--- config.mk ---
export PLATFORM = sky130hd
export DESIGN_NAME = noun_loader
export DESIGN_NICKNAME = d
export VERILOG_FILES = /design/src/rtl/noun_loader.sv
export SDC_FILE = /design/constraint.sdc
export NUM_CORES = 1
export LEC_CHECK = 0
export CORE_MARGIN = 1.5
export CORE_UTILIZATION = 53
export DETAILED_ROUTE_END_ITERATION = 16
export GPL_TIMING_DRIVEN = 1
export PLACE_DENSITY = 0.83
export SYNTH_ARGS = -nofsm -noshare
export SYNTH_HDL_FRONTEND = slang
export SYNTH_SLANG_ARGS = --single-unit
export TNS_END_PERCENT = 100
--- constraint.sdc ---
create_clock -name clk -period 6.6 [get_ports clk]
set_input_delay 1.32 -clock clk [delete_from_list [all_inputs] [get_ports clk]]
set_output_delay 1.32 -clock clk [all_outputs]
set_load 0.005 [all_outputs]
--- src/rtl/noun_loader.sv ---
// Loads a (hed,tel) noun image from a valid/ready word stream into the NPU program memories.
// Optional trailing checksum word is enabled by defining NOUN_LOADER_CHECKSUM_EN.
module noun_loader #(
    parameter int ADDR_W = 3
) (
    input  logic              clk,
    input  logic              reset,
    input  logic              start,
    input  logic              in_valid,
    input  logic [31:0]       in_word,
    output logic              in_ready,
    output logic              mem_we,
    output logic [ADDR_W-1:0] mem_addr,
    output logic [31:0]       mem_hed,
    output logic [31:0]       mem_tel,
    output logic              busy,
    output logic              done,
    output logic              npu_go,
    output logic              error,
    output logic [1:0]        err_code,
    output logic [ADDR_W:0]   cell_count
);

    localparam logic [31:0]     DEPTH = 32'(2 ** ADDR_W);
    localparam logic [ADDR_W:0] ONE   = (ADDR_W + 1)'(1);

    typedef enum logic [2:0] {
        S_IDLE,
        S_HDR,
        S_HED,
        S_TEL,
        S_DONE,
        S_ERR,
`ifdef NOUN_LOADER_CHECKSUM_EN
        S_CSUM
`else
        S_WRAP
`endif
    } state_t;

    state_t            state_q, state_d;
    logic [1:0]        err_code_q, err_code_d;
    logic [ADDR_W:0]   cell_count_q;
    logic [ADDR_W-1:0] idx_q;
    logic [31:0]       hed_q;
    logic              done_d1_q;
    logic              wr_cell;
    logic              xfer;
    logic              last_cell;
    logic              hdr_bad;
`ifdef NOUN_LOADER_CHECKSUM_EN
    logic [31:0]       csum_q;
`endif

    // Nil is legal only as a tel word; pointers must land inside the loaded image.
    function automatic logic tag_ok(input logic [31:0] w, input logic is_tel,
                                    input logic [ADDR_W:0] n);
        logic ok;
        ok = 1'b0;
        if (w == 32'hFFFF_FFFF) begin
            ok = is_tel;
        end else begin
            case (w[31:29])
                3'b000, 3'b001, 3'b010, 3'b011: ok = 1'b1;
                3'b101:                         ok = 1'b1;
                3'b111: ok = (w[28:ADDR_W] == '0) && ({1'b0, w[ADDR_W-1:0]} < n);
                default:                        ok = 1'b0;
            endcase
        end
        return ok;
    endfunction

    // in_ready depends on state only, so the upstream may hold in_valid on it without a loop.
`ifdef NOUN_LOADER_CHECKSUM_EN
    assign in_ready = (state_q == S_HDR) || (state_q == S_HED) ||
                      (state_q == S_TEL) || (state_q == S_CSUM);
`else
    assign in_ready = (state_q == S_HDR) || (state_q == S_HED) || (state_q == S_TEL);
`endif

    assign xfer       = in_valid && in_ready;
    assign hdr_bad    = (in_word == '0) || (in_word > DEPTH);
    assign last_cell  = ({1'b0, idx_q} == (cell_count_q - ONE));
    assign busy       = in_ready || mem_we;
    assign done       = (state_q == S_DONE);
    assign error      = (state_q == S_ERR);
    assign err_code   = err_code_q;
    assign cell_count = cell_count_q;

    // NOTE: every variable gets its default before the case, otherwise paths that
    // skip an assignment infer a latch.
    always_comb begin
        state_d    = state_q;
        err_code_d = err_code_q;
        wr_cell    = 1'b0;
        case (state_q)
            S_IDLE: if (start) state_d = S_HDR;
            S_HDR: begin
                if (xfer) begin
                    if (hdr_bad) begin
                        state_d    = S_ERR;
                        err_code_d = 2'd1;
                    end else begin
                        state_d = S_HED;
                    end
                end
            end
            S_HED: begin
                if (xfer) begin
                    if (!tag_ok(in_word, 1'b0, cell_count_q)) begin
                        state_d    = S_ERR;
                        err_code_d = 2'd2;
                    end else begin
                        state_d = S_TEL;
                    end
                end
            end
            S_TEL: begin
                if (xfer) begin
                    if (!tag_ok(in_word, 1'b1, cell_count_q)) begin
                        state_d    = S_ERR;
                        err_code_d = 2'd2;
                    end else begin
                        wr_cell = 1'b1;
`ifdef NOUN_LOADER_CHECKSUM_EN
                        state_d = last_cell ? S_CSUM : S_HED;
`else
                        state_d = last_cell ? S_WRAP : S_HED;
`endif
                    end
                end
            end
`ifdef NOUN_LOADER_CHECKSUM_EN
            S_CSUM: begin
                if (xfer) begin
                    if (in_word == csum_q) begin
                        state_d = S_DONE;
                    end else begin
                        state_d    = S_ERR;
                        err_code_d = 2'd3;
                    end
                end
            end
`else
            // Trailing cycle that carries the final cell's write strobe.
            S_WRAP: state_d = S_DONE;
`endif
            S_DONE, S_ERR: begin
                if (start) begin
                    state_d    = S_HDR;
                    err_code_d = 2'd0;
                end
            end
            default: state_d = S_IDLE;
        endcase
    end

    // NOTE: sequential state uses non-blocking assignments so every register samples
    // pre-edge values regardless of statement order.
    always_ff @(posedge clk or negedge reset) begin
        if (!reset) begin
            state_q    <= S_IDLE;
            err_code_q <= 2'd0;
        end else begin
            state_q    <= state_d;
            err_code_q <= err_code_d;
        end
    end

    always_ff @(posedge clk or negedge reset) begin
        if (!reset) begin
            cell_count_q <= '0;
            idx_q        <= '0;
            hed_q        <= '0;
            mem_we       <= 1'b0;
            mem_addr     <= '0;
            mem_hed      <= '0;
            mem_tel      <= '0;
            done_d1_q    <= 1'b0;
            npu_go       <= 1'b0;
`ifdef NOUN_LOADER_CHECKSUM_EN
            csum_q       <= '0;
`endif
        end else begin
            mem_we    <= wr_cell;
            done_d1_q <= (state_q == S_DONE);
            npu_go    <= (state_q == S_DONE) && !done_d1_q;
            if (state_q == S_HDR && xfer && !hdr_bad) begin
                cell_count_q <= in_word[ADDR_W:0];
                idx_q        <= '0;
`ifdef NOUN_LOADER_CHECKSUM_EN
                csum_q       <= in_word;
`endif
            end
            if (state_q == S_HED && xfer) begin
                hed_q <= in_word;
`ifdef NOUN_LOADER_CHECKSUM_EN
                csum_q <= csum_q ^ in_word;
`endif
            end
            if (wr_cell) begin
                mem_addr <= idx_q;
                mem_hed  <= hed_q;
                mem_tel  <= in_word;
                idx_q    <= idx_q + 1'b1;
`ifdef NOUN_LOADER_CHECKSUM_EN
                csum_q   <= csum_q ^ in_word;
`endif
            end
        end
    end

endmodule

==> qor.csv <==
stage,metric,value,unit
global_route,grt_usage,0.251,
clocking,cts_made_buffers,17,
drt,vias_per_cell,5.74,
die,ios,115,
global_route,overflow,0,
logic_synthesis,yosysMostFrequentCell,dfrtp_1,
die,rows,34,
logic_synthesis,yosysUniqueCellTypes,44,
layout,n_antenna_cell,0,
die,fp.dieH,98.4,µm
sta,finalSetupTns,0,ns
layout,multi_input_area,1860,µm²
worst_setup_path,start_kind,input pin,
placed_design,postPlaceCellArea,6040,µm²
logic_synthesis,synth_edf_count,0,
logic_synthesis,syn_nets,390,
drt,drc,0,
power_and_ir_drop,p_seq_frac,0.432,
sta,maxSlewViolCount,0,
placed_design,dpl.cell_count,561,
die,die_w,98.4,µm
power_and_ir_drop,power_density,254,nW/µm²
min_path,hp-class,reg2reg,
logic_synthesis,synth_top_area_share,0.591,
global_route,grt_first_pass_wirelength,18900,µm
layout,fillers,580,
sta,tightest_slew,1.01,ns
die,start_util,0.551,
drt,drt_iter0_drc,176,
logic_synthesis,ys_seq_elements,114,
worst_setup_path,cpPeakStageDelay,0.84,ns
logic_synthesis,yosysTopAreaCell,dfrtp_1,
job,cap_viol_max_count,0,
layout,fin_area,6570,µm²
sta,maxSlewHeadroom,0.324,
logic_synthesis,synthTopCellsByArea,"dfrtp_1 59%, mux2_2 24%, nand4_1 1.3%",
worst_setup_path,cp_data_arrival_time,4.61,ns
die,coreArea,8760,µm²
logic_synthesis,synthArstFlopShare,1.00,
worst_setup_path,critPathSlowestCell,a21oi_4,
power_and_ir_drop,ir_drop,0.000188,V
layout,seqCellArea,2850,µm²
worst_setup_path,crit_chain,clkdlybuf4s50_1 > nor4_1 > and4_1 > o2111ai_2 > a21oi_4 > buf_4 > mux2_2,
clocking,cts.path.max_buffers,2,
worst_setup_path,required,7.00,ns
power_and_ir_drop,p_switching,0.398,mW
placed_design,dp_hpwl,7570,µm
worst_setup_path,cp-end-kind,flop,
drt,wl_per_cell,19.4,µm
clocking,h-tree-depth,4,
clocking,tritoncts,built,
logic_synthesis,ys_seq_area_frac,0.591,
layout,fin_cells,592,
drt,drt-total-wl,11500,µm
layout,nets,512,
sta,setup_violations,0,
placed_design,port_buffers,114,
clocking,clkLatencyLatePin,0.52,ns
clocking,cts_resized,0,
worst_setup_path,crit_type,in2reg,
drt,via_count,3396,
drt,ant_nets,0,
power_and_ir_drop,clockPowerShare,0.489,
worst_setup_path,path_max_fanout,34,
clocking,numClockSinks,114,
power_and_ir_drop,p_comb_frac,0.078,
layout,drive_gt1_frac,0.291,
sta,hold_viol_final,0,
die,dieArea,9690,µm²
logic_synthesis,syn-cell-area,4830,µm²
layout,utilization,0.749,
drt,drt-pass1-iter-count,4,
logic_synthesis,synthTopCellsByCount,"114 x dfrtp_1, 102 x mux2_2, 15 x nor2_1",
power_and_ir_drop,switching_share,0.239,
power_and_ir_drop,p_int,1.27,mW
clocking,cts-root-buf,clkbuf_8,
power_and_ir_drop,total_leakage_power,3.04,nW
clocking,cts_setup_buffers,0,
clocking,clk_pin_slew,0.06,ns
logic_synthesis,ys_warn_count,0,
sta,finClkSkew,0.00694,ns
sta,post-route-period-util,0.639,
global_route,grt_pass1_vias,3669,
sta,clock.fmax,0.237,GHz
logic_synthesis,postSynthCellCount,350,
layout,area_delta_synth_final,36.0,%
clocking,ctsHoldBuffers,0,
logic_synthesis,synth_ff_type,dfrtp_1,
logic_synthesis,syn_avg_cell_area,13.8,µm²
global_route,grt_max_degree,73,
sta,period_needed,4.22,ns
sta,rsz0062_at_grt,no,
status,status,"finished, final reports clean",
placed_design,gp_congestion,0.886,
global_route,antenna_found_initial,0,
power groups by stage:
stage / combinational [mW] / sequential [mW] / clock [mW]
2_1_floorplan: 0.0500 / 0.726 / 0
3_3_place_gp: 0.127 / 0.733 / 0
3_5_place_dp: 0.131 / 0.734 / 0
4_1_cts: 0.132 / 0.721 / 0.824
5_1_grt: 0.144 / 0.724 / 0.860
6_report: 0.130 / 0.721 / 0.816
through the flow:
stage                     total power [mW]  setup WS (ns)  hold slack, ns
after floorplan                      0.776           3.57           0.379
after global placement               0.861           1.89           0.394
after detailed placement             0.864           1.84           0.410
after CTS                             1.68           2.34           0.422
after global routing                  1.73           2.18           0.422
final                                 1.67           2.38           0.412
critical path, delay by kind of cell:
family          cells  cell delay (ns)
compound gates      2             1.08
buf+inv             2             0.94
mux                 1             0.39
simple gates        2             0.85
worst paths after layout:
kind,start,end,slack [ns],cells past startpoint
hold reg to reg,done_d1_q,npu_go,0.41,1
min in group asynchronous,reset,mem_we,0.78,1
setup reg to reg,cell_count[1],mem_hed[4],3.43,7
hold / removal,done_d1_q,npu_go,0.41,1
max in group asynchronous,reset,state_q[1],4.48,2
setup / recovery,in_word[20],mem_hed[4],2.38,7
placed cells by master (no fill, tap or decap), types with 2 or more instances in the layout:
cell type        count
a21oi_1              4
nand4_1             10
clkbuf_16           16
and4_1               2
clkinvlp_4           5
mux2_2             102
nor2b_1              2
clkdlybuf4s50_1    113
buf_4                4
and3_1               2
nor2_1              14
nand3_1              3
o21bai_1             2
nor4_1               8
nand2_1             13
or4_1                2
xnor2_1              2
dfrtp_1            114
nand2b_1             4
ha_1                 4
clkinv_2             4
o31ai_1              3
inv_1                6
o21ai_0              8
inv_6                2
nor3_1               9
xor2_1               2
state kept, by name (all words and copies together), names as in the netlist:
register	cells
mem_we	1
err_code	2
idx_q	3
mem_tel	32
hed_q	32
mem_addr	3
npu_go	1
done_d1_q	1
mem_hed	32
cell_count	4
state_q	3
cells by family after synthesis:
logic type | after synthesis | synth area share
compound gates | 26 | 0.0363
xor+xnor | 4 | 0.00726
fa+ha+maj | 4 | 0.0104
buf+inv | 20 | 0.0262
flops | 114 | 0.591
mux | 103 | 0.240
simple gates | 79 | 0.0891
area by class of cell:
cell class	instances	share of cell area
clock buffer	18	0.0636
clock inverter	13	0.0173
inverter	6	0.00343
multi-input combinational	216	0.284
sequential	114	0.434
tap	108	0.0206
timing repair buffer	117	0.177
per-layer routing:
| metal | GRT usage | up-vias | share of wire |
|---|---|---|---|
| li1 | - | 1529 | - |
| met1 | 0.331 | 1722 | 0.42 |
| met2 | 0.389 | 122 | 0.48 |
| met3 | 0.0887 | 23 | 0.072 |
| met4 | 0.0888 | 0 | 0.020 |
| met5 | 0 | - | 0 |
No activity file was read; power rests on OpenSTA's default activity.
==> RTL edit 1: new RTL, config.mk and constraints unchanged <==
Build with the macro `NOUN_LOADER_CHECKSUM_EN` defined.
--- a/src/rtl/noun_loader.sv
+++ b/src/rtl/noun_loader.sv
@@ -1,5 +1,7 @@
 // Loads a (hed,tel) noun image from a valid/ready word stream into the NPU program memories.
 // Optional trailing checksum word is enabled by defining NOUN_LOADER_CHECKSUM_EN.
+`define NOUN_LOADER_CHECKSUM_EN
+
 module noun_loader #(
     parameter int ADDR_W = 3
 ) (
Function: changed (Yosys sat finds a counterexample within 10 cycles, from zero or initial values and one cycle with reset low).
==> RTL edit 1 against the original RTL <==
- power rose by 24%
- final cell count is 62% higher
- routed wire length grew 47%
- area after synthesis is 44% higher
- sequential cell count increased by 32
- final area rose by 33%
- worst setup slack got worse by 0.25 ns
- maximum frequency is 5.6% lower
- largest cell class unchanged
- highest routed layer unchanged
==> RTL edit 1: results <==
set metrics [dict create \
    max_stage_delay_ns 0.85 \
    yosys_warnings 0 \
    yosysSeqAreaShare_pct 52.7 \
    numCtsBuffers 17 \
    slowest_stage "inv_2" \
    htreeDepth 4 \
    synthTopCellsByArea "dfrtp_1 53%, nand2_1 11%, mux2_2 5.9%" \
    r2r_cells 8 \
    synth_edf_count 0 \
    hold_path.class "flop to flop" \
    vias_per_cell 5.73 \
    netlist-cell-type-count 53 \
    cts_root_buffer "clkbuf_16" \
    cts-resized-gates 0 \
    worstSkewPairLatency_ns 0.42 \
    placed_area_um2 8070 \
    antenna_found_initial 0 \
    gp_congestion 0.916 \
    grt_pass1_vias 5513 \
    synth_commonest_cells "209 x nand2_1, 146 x dfrtp_1, 36 x mux2_2" \
    fillers 948 \
    tightest_slew_ns 1.16 \
    p_leak_nw 4.28 \
    status "finished clean" \
    portBuffers 114 \
    syn_inst 678 \
    async_flop_share_pct 100 \
    critPathMaxFanout 67 \
    cts.path.max_buffers 2 \
    gr-usage-all-layers_pct 25.4 \
    dp.cells 926 \
    hpwl_mm 10.7 \
    ys.flop_type "dfrtp_1" \
    grt_start_max_net_pins 86 \
    grt_pass1_wl_mm 27.8 \
    clkSlewWorstSetupHoldPaths_ns 0.07 \
    pre_cts_slack_ns 1.80 \
    drive_above_1_share_pct 12.0 \
    fin_skew_ns 0.0104 \
    routedWlPerCell_um 17.6 \
    tns_ns 0 \
    antennaDiodeCount 0 \
    layout.nets 813 \
    critPathArrivalTime_ns 4.82 \
    hold_path_depth 1 \
    drt_iter0_drc 454 \
    cts_setup_buffers 0 \
    vdd_drop_max_uv 176 \
    syn_nets 718 \
    fin_cells 958 \
    dr.pass1.iters 5 \
]
==> RTL edit 1: final timing paths <==
path,start,end,slack [ns]
min,done_d1_q$_DFF_PN0_,npu_go$_DFF_PN0_,0.40
min reg2reg,done_d1_q$_DFF_PN0_,npu_go$_DFF_PN0_,0.40
max in group asynchronous,reset,csum_q[4]$_DFFE_PN0P_,4.37
max reg2reg,cell_count[1]$_DFFE_PN0P_,csum_q[21]$_DFFE_PN0P_,3.41
min in group asynchronous,reset,mem_tel[3]$_DFFE_PN0P_,0.94
max,in_word[3],mem_tel[20]$_DFFE_PN0P_,2.13
==> RTL edit 1: layer usage <==
metal / global-route usage, % / wire, um
met3: 5.06 / 973
met2: 43.2 / 8580
met5: 0 / 0
met1: 31.9 / 7000
met4: 9.88 / 285
==> RTL edit 1: kinds of logic (layout without fill, tap and decap cells) <==
kind of cell    count (synthesis)  in the layout  share of synthesized area [%]
compound gates                 95             95                           9.86
fa+ha+maj                       4              4                          0.722
xor+xnor                       37             37                           4.68
mux                            42             42                           6.74
simple gates                  302            302                           21.0
flops                         146            146                           52.7
buf+inv                        52            160                           4.24
==> RTL edit 1: area by class of cell <==
class / instances / area [um2] / share of cell area [%]
timing repair buffer: 118 / 1170 / 13.4
inverter: 10 / 37.5 / 0.431
tap: 172 / 215 / 2.47
clock inverter: 13 / 196 / 2.25
multi-input combinational: 480 / 2990 / 34.3
sequential: 146 / 3650 / 41.9
clock buffer: 19 / 453 / 5.20
==> RTL edit 1: critical path, delay by kind of cell <==
| family | cells | cell delay, ns |
|---|---|---|
| buffers and inverters | 3 | 2.10 |
| and+or+nand+nor | 5 | 1.27 |
| AOI/OAI and AO/OA | 1 | 0.12 |
==> RTL edit 1: power breakdown <==
group | total, mW | leakage (nW) | internal [mW] | switching [mW]
combinational | 0.116 | 1.93 | 0.0477 | 0.0681
sequential | 0.902 | 2.03 | 0.898 | 0.00379
clock | 1.05 | 0.316 | 0.660 | 0.387
total | 2.06 | 4.28 | 1.61 | 0.459
==> RTL edit 2: new RTL, same flow settings <==
Without the edit above. Make the reset (`reset`) synchronous in 2 clocked blocks.
--- a/src/rtl/noun_loader.sv
+++ b/src/rtl/noun_loader.sv
@@ -157,7 +157,7 @@
 
     // NOTE: sequential state uses non-blocking assignments so every register samples
     // pre-edge values regardless of statement order.
-    always_ff @(posedge clk or negedge reset) begin
+    always_ff @(posedge clk) begin
         if (!reset) begin
             state_q    <= S_IDLE;
             err_code_q <= 2'd0;
@@ -167,7 +167,7 @@
         end
     end
 
-    always_ff @(posedge clk or negedge reset) begin
+    always_ff @(posedge clk) begin
         if (!reset) begin
             cell_count_q <= '0;
             idx_q        <= '0;
Function: differs if reset is asserted again (counterexample within 4 cycles, from zero or initial values and one cycle with reset low); with reset held inactive, the same outputs for 10 cycles.
==> RTL edit 2 against the original RTL <==
- sequential power shrank 3.9%
- routed wire length grew 5.1%
- worst setup slack gained 0.16 ns
- synthesized cell count grew 63%
- sequential share of layout area shrank 8.9 points
- utilization shrank 0.31 points
- critical path depth is the same
- area after synthesis grew 2.0%
- power grew 0.46%
- combinational power shrank 38%
- sequential cell count is the same
- final area grew 0.55%
- maximum frequency grew 4.0%
- critical path type unchanged
- largest cell class is now multi-input gates
- highest routed layer unchanged
==> RTL edit 2: results <==
set metrics [dict create \
    yosysSeqAreaShare_pct 46.3 \
    post_synth.cell_area_avg_um2 8.61 \
    max_stage_delay_ns 0.92 \
    vias 4349 \
    powerClk_mw 0.902 \
    multi_input_gates 413 \
    fin_ws_ns 2.55 \
    dr_wl_met3_um 723 \
    hpwl_mm 8.00 \
    use_met1_pct 31.3 \
    met2_usage_pct 41.0 \
    synthMuxAreaShare_pct 15.0 \
    routed_wl_mm 12.1 \
    multiInputGateArea_um2 2430 \
    drt_iter0_drc 208 \
    dr.pass1.iters 5 \
    hold_end "npu_go$_SDFF_PN0_" \
    min_from "done_d1_q$_SDFF_PN0_" \
    r2r_end "mem_hed[4]$_SDFFE_PN0P_" \
    synth_xor_area_share_pct 0.711 \
    switchingPower_mw 0.352 \
    seq_share_pct 34.6 \
    fillers 680 \
    status "finished clean" \
    pg_seq_mw 0.693 \
    syn_nets 612 \
    gr-usage-all-layers_pct 24.9 \
    m1WireLength_mm 5.32 \
    placed_area_um2 6010 \
    tightest_slew_ns 1.17 \
    grt_pass1_vias 4147 \
    netlist-cell-type-count 45 \
    grt_pass1_wl_mm 19.6 \
    clock_area_share_pct 8.92 \
    ff2ff_setup_slack_ns 3.55 \
    synthTopCellsByArea "dfxtp_1 46%, nand2_1 16%, mux2i_1 15%" \
]
==> RTL edit 2: changes by cell type after synthesis, sizes merged, moves of 32 or more <==
| cell | delta |
|---|---|
| dfrtp | -114 |
| dfxtp | +114 |
| a21boi | +32 |
| mux2 | -102 |
| mux2i | +73 |
| nand2 | +192 |
==> RTL edit 2: worst max-delay path by stage <==
stage | from | endpoint | slack [ns]
global placement | in_word[4] | mem_hed[8]$_SDFFE_PN0P_ | 2.01
floorplan | in_word[1] | mem_hed[10]$_SDFFE_PN0P_ | 3.41
global route | in_word[31] | mem_hed[8]$_SDFFE_PN0P_ | 2.30
CTS | in_word[4] | mem_tel[16]$_SDFFE_PN0P_ | 2.57
finish | in_word[4] | mem_hed[4]$_SDFFE_PN0P_ | 2.55
detailed placement | in_word[4] | mem_hed[8]$_SDFFE_PN0P_ | 2.04
